<file path="config.mk">
export PLATFORM = sky130hd
export DESIGN_NAME = coin_acceptor
export DESIGN_NICKNAME = d
export VERILOG_FILES = /design/src/rtl/coin_acceptor.sv
export SDC_FILE = /design/constraint.sdc
export NUM_CORES = 1
export LEC_CHECK = 0
export CORE_ASPECT_RATIO = 1.75
export CORE_MARGIN = 5
export CORE_UTILIZATION = 30
export DETAILED_ROUTE_END_ITERATION = 8
export GPL_ROUTABILITY_DRIVEN = 1
export GPL_TIMING_DRIVEN = 0
export PLACE_DENSITY = 0.57
export SYNTH_ARGS = -nofsm -noshare
export SYNTH_HDL_FRONTEND = slang
export SYNTH_SLANG_ARGS = --single-unit
</file>
<file path="constraint.sdc">
create_clock -name clk -period 4.2 [get_ports clk]
set_input_delay 1.05 -clock clk [delete_from_list [all_inputs] [get_ports clk]]
set_output_delay 1.05 -clock clk [all_outputs]
set_load 0.02 [all_outputs]
</file>
<file path="src/rtl/coin_acceptor.sv">
// Coin acceptor front end: synchronizes the coin sensor, measures pulse width,
// classifies coins, and reports rejects and sensor jams.
module coin_acceptor #(
    parameter int MIN_W   = 4,
    parameter int SPLIT_W = 8,
    parameter int MAX_W   = 16,
    parameter int GAP     = 3,
    parameter int CNT_W   = 5
) (
    input  logic       clk,
    input  logic       rst,
    input  logic       sense,
    input  logic       inhibit,
    output logic [1:0] coin,
    output logic       reject,
    output logic       jam,
    output logic       busy,
    output logic [7:0] accepted
);

    localparam int GAP_CW = (GAP < 2) ? 1 : $clog2(GAP + 1);

    localparam logic [CNT_W-1:0]  MIN_C    = CNT_W'(MIN_W);
    localparam logic [CNT_W-1:0]  SPLIT_C  = CNT_W'(SPLIT_W);
    localparam logic [CNT_W-1:0]  MAX_C    = CNT_W'(MAX_W);
    localparam logic [GAP_CW-1:0] GAP_LAST = GAP_CW'(GAP - 1);

    typedef enum logic [1:0] {
        S_IDLE    = 2'd0,
        S_MEASURE = 2'd1,
        S_JAM     = 2'd2,
        S_GAP     = 2'd3
    } state_t;

    state_t state, state_nx;

    logic              sense_m, sense_s;
    logic              sync_v1, sync_v2;
    logic              arm;
    logic [CNT_W-1:0]  width, width_nx;
    logic [GAP_CW-1:0] gap_cnt, gap_nx;
    logic [1:0]        pend_code, pend_code_nx;
    logic              pend_rej, pend_rej_nx;
    logic              jam_nx;

    always_comb begin
        state_nx     = state;
        width_nx     = width;
        gap_nx       = gap_cnt;
        pend_code_nx = 2'b00;
        pend_rej_nx  = 1'b0;
        jam_nx       = 1'b0;
        case (state)
            S_IDLE: begin
                if (sense_s && arm) begin
                    width_nx = CNT_W'(1);
                    state_nx = S_MEASURE;
                end
            end
            S_MEASURE: begin
                if (sense_s) begin
                    if (width == MAX_C) begin
                        jam_nx   = 1'b1;
                        state_nx = S_JAM;
                    end else begin
                        width_nx = width + CNT_W'(1);
                    end
                end else begin
                    if (width < MIN_C || inhibit) begin
                        pend_rej_nx = 1'b1;
                    end else if (width < SPLIT_C) begin
                        pend_code_nx = 2'b01;
                    end else begin
                        pend_code_nx = 2'b10;
                    end
                    // the classify cycle already counts as the first quiet cycle
                    gap_nx   = GAP_CW'(1);
                    state_nx = S_GAP;
                end
            end
            S_JAM: begin
                if (sense_s) begin
                    jam_nx = 1'b1;
                end else begin
                    pend_rej_nx = 1'b1;
                    gap_nx      = GAP_CW'(1);
                    state_nx    = S_GAP;
                end
            end
            S_GAP: begin
                if (sense_s) begin
                    gap_nx = '0;
                end else if (gap_cnt >= GAP_LAST) begin
                    gap_nx   = '0;
                    state_nx = S_IDLE;
                end else begin
                    gap_nx = gap_cnt + GAP_CW'(1);
                end
            end
            default: state_nx = S_IDLE;
        endcase
    end

    always_ff @(posedge clk) begin
        if (rst) begin
            sense_m   <= 1'b0;
            sense_s   <= 1'b0;
            sync_v1   <= 1'b0;
            sync_v2   <= 1'b0;
            arm       <= 1'b0;
            state     <= S_IDLE;
            width     <= '0;
            gap_cnt   <= '0;
            pend_code <= 2'b00;
            pend_rej  <= 1'b0;
            coin      <= 2'b00;
            reject    <= 1'b0;
            jam       <= 1'b0;
            busy      <= 1'b0;
            accepted  <= 8'd0;
        end else begin
            sense_m <= sense;
            sense_s <= sense_m;
            // sync_v2 marks sense_s as a real sample rather than the reset zero,
            // so a sensor held high through reset cannot arm the acceptor
            sync_v1 <= 1'b1;
            sync_v2 <= sync_v1;
            if (sync_v2 && !sense_s) begin
                arm <= 1'b1;
            end
            state     <= state_nx;
            width     <= width_nx;
            gap_cnt   <= gap_nx;
            pend_code <= pend_code_nx;
            pend_rej  <= pend_rej_nx;
            jam       <= jam_nx;
            busy      <= (state_nx != S_IDLE);
            coin      <= pend_code;
            reject    <= pend_rej;
            if (pend_code != 2'b00) begin
                accepted <= accepted + 8'd1;
            end
        end
    end

endmodule
</file>
==> results.sh <==
export IMPL_cts_tree="done"
export IMPL_cp_end_kind="output port"
export IMPL_grt_pass1_wl_mm=5.126
export IMPL_ys_top_cells_by_count="30 x dfxtp_1, 14 x nor2_1, 12 x a21oi_1"
export IMPL_fin_nets=181
export IMPL_crit_required_ns=3.15
export IMPL_drt_initial_drc_count=29
export IMPL_final_cells=221
export IMPL_cts_sinks=30
export IMPL_die_x_um=60.17
export IMPL_drive_gt1_share_pct=8.824
export IMPL_clk_pin_slew_ns=0.06
export IMPL_yosys_area_top_type_share_pct=45.45
export IMPL_cts_resized=0
export IMPL_grt_max_degree=11
export IMPL_cp_cell_sequence="clkdlybuf4s50_1"
export IMPL_clk_latency_ns=0.28
export IMPL_routed_via_density=5.190
export IMPL_finalInstanceArea_um2=1624
export IMPL_grt_overflow=0
export IMPL_cts_setup_buffers=0
export IMPL_holdPathStages=1
export IMPL_cts_buffers=5
export IMPL_core_um2=4324
export IMPL_placed_cell_area_um2=1545
export IMPL_power_per_cell_area_nw_per_um2=412.3
export IMPL_reg2reg_from="state[1]"
export IMPL_hpwl_mm=2.335
export IMPL_avgSynthCellArea_um2=8.988
export IMPL_hp_class="reg2reg"
export IMPL_netlist_instances=147
export IMPL_async_flop_share_pct=0
export IMPL_dp_cells=214
export IMPL_cpMaxStageDelayCell="clkdlybuf4s50_1"
export IMPL_leakage_nw=0.5793
export IMPL_worst_slew_pin_slew_ns=0.5089
export IMPL_path_class="reg2out"
export IMPL_initial_core_util_pct=30.56
export IMPL_path_max_fanout=6
export IMPL_design_die_area_um2=5884
export IMPL_rrSetupSlack_ns=2.49
export IMPL_period_needed_ns=2.407
export IMPL_arrival_ns=1.36
export IMPL_start_kind="flip-flop"
export IMPL_clock_path_buffers=2
export IMPL_clock_root_buffer="clkbuf_8"
export IMPL_ys_ff_latch=30
export IMPL_synth_warnings=0
export IMPL_synth_largest_area_cell="dfxtp_1"
export IMPL_synth_most_common_cell="dfxtp_1"
export IMPL_antenna_found_initial=0
export IMPL_wire_per_inst_um=13.49
export IMPL_rows=32
export IMPL_yosysSeqAreaShare_pct=45.45
export IMPL_htree_levels=2
export IMPL_port_buffers=16
export IMPL_synth_edf_count=0
export IMPL_vias=1147
export IMPL_gp_congestion=0.8126
export IMPL_fill_cells=453
export IMPL_r2r_end="width[3]"
export IMPL_first_pass_iters=4
export IMPL_finalCritPeriodShare_pct=57.30
export IMPL_hold_viol_final=0
export IMPL_synth_ff_type="dfxtp_1"
export IMPL_min_to="reject"
export IMPL_fmax_mhz=415.5
export IMPL_fp_dieH_um=97.79
export IMPL_cap_violations=0
export IMPL_hp_start="pend_rej"
export IMPL_drtAntennaViolNets=0
export IMPL_yosys_cell_types_count=37
export IMPL_outcome="finished, final reports clean"
export IMPL_path_delay_family="buffers and inverters"
export IMPL_slew_viol_final=0
export IMPL_setup_viol=0
export IMPL_fin_setup_tns_ns=0
export IMPL_fin_skew_ns=0.004012
export IMPL_antenna_cells=0
export IMPL_critPathMaxStageDelay_ns=0.64
export IMPL_reg2reg_depth=6
export IMPL_ctsHoldBuffers=0
export IMPL_route_detailed_drc=0
export IMPL_first_global_vias=1177
export IMPL_max_slew_margin_pct=66.07
export IMPL_rsz0062_at_grt="no"
export IMPL_ys_top_cells_by_area="dfxtp_1 45%, ha_1 6.6%, a21oi_1 4.5%"
export IMPL_track_usage_pct=11.45
export IMPL_area_delta_synth_final_pct=22.92
export IMPL_vdd_drop_max_uv=182.6
export IMPL_syn_num_nets=158
export IMPL_path_buf_inv=1
export IMPL_synthesis_area_um2=1321
export IMPL_drt_wl_total_mm=2.981
export IMPL_io_pins=17
[cell type report]
type                    instances  area [um2]  area share [%]
well taps                      51       63.81           3.929
flip-flops and latches         30       600.6           36.98
clock inverters                 2       10.01          0.6163
multi-input cells             103       661.9           40.75
plain buffers                   5       25.02           1.541
clock buffers                   5       68.82           4.237
repair buffers                 16       160.2           9.861
inverters                       9       33.78           2.080
[report_power, final]
part | internal [mW] | switching, mW | total (mW)
logic | 0.0552 | 0.0865 | 0.142
registers | 0.303 | 0.0121 | 0.315
clock network | 0.111 | 0.102 | 0.213
[kinds of logic (layout without fill, tap and decap cells)]
| kind of cell | count (synthesis) | count (layout) | share of synthesized area (%) |
|---|---|---|---|
| XOR/XNOR | 5 | 5 | 3.314 |
| adder cells (fa/ha/maj) | 7 | 7 | 6.628 |
| flip-flops | 30 | 30 | 45.45 |
| AO/OA/AOI/OAI | 36 | 36 | 17.99 |
| AND/OR/NAND/NOR | 55 | 55 | 22.16 |
| buffers and inverters | 14 | 37 | 4.451 |
[worst max path at each step]
| stage | startpoint | endpoint | slack (ns) | cells after the start |
|---|---|---|---|---|
| after floorplan | rst | busy | 2.62 | 2 |
| after detailed placement | rst | busy | 1.78 | 3 |
| after CTS | accepted[3] | accepted[3] | 1.78 | 1 |
| after global placement | rst | busy | 1.78 | 3 |
| after global routing | accepted[3] | accepted[3] | 1.73 | 1 |
| final | accepted[3] | accepted[3] | 1.79 | 1 |
[layer usage]
layer  wire length (um)  global-route usage (%)
met5                  0                       0
met4                109                   7.509
met3                132                   3.175
met1               1071                   10.80
met2               1668                   20.25
[cells in the final DEF (no fill, tap or decap), types with 2 or more instances in the layout]
master,n
nor2_1,14
clkbuf_8,5
clkinv_2,2
clkdlybuf4s50_1,16
nor3_1,4
nand4b_1,2
ha_1,7
xor2_1,4
nor2b_1,9
or3_1,5
o21ai_0,10
buf_2,2
nand3_1,3
inv_1,8
nand2_1,11
clkbuf_1,2
o2111ai_1,3
a21oi_1,12
dfxtp_1,30
[stage by stage]
step / util [%] / setup WS [ns] / total power, mW / hold slack, ns
floorplan: - / 2.624 / 0.4199 / 0.4138
global placement: 35.74 / 1.776 / 0.4536 / 0.4234
detailed placement: 35.74 / 1.779 / 0.4613 / 0.4270
CTS: 37.56 / 1.780 / 0.6791 / 0.4498
global route: 37.56 / 1.725 / 0.7082 / 0.4612
finish: 37.56 / 1.793 / 0.6696 / 0.4437
[sequential cells by signal, summed over array words and instances (netlist names), 2 cells and up]
signal and cells:
coin 2, accepted 8, gap_cnt 2, pend_code 2, state 2, width 5
No activity file was read; power rests on OpenSTA's default activity.
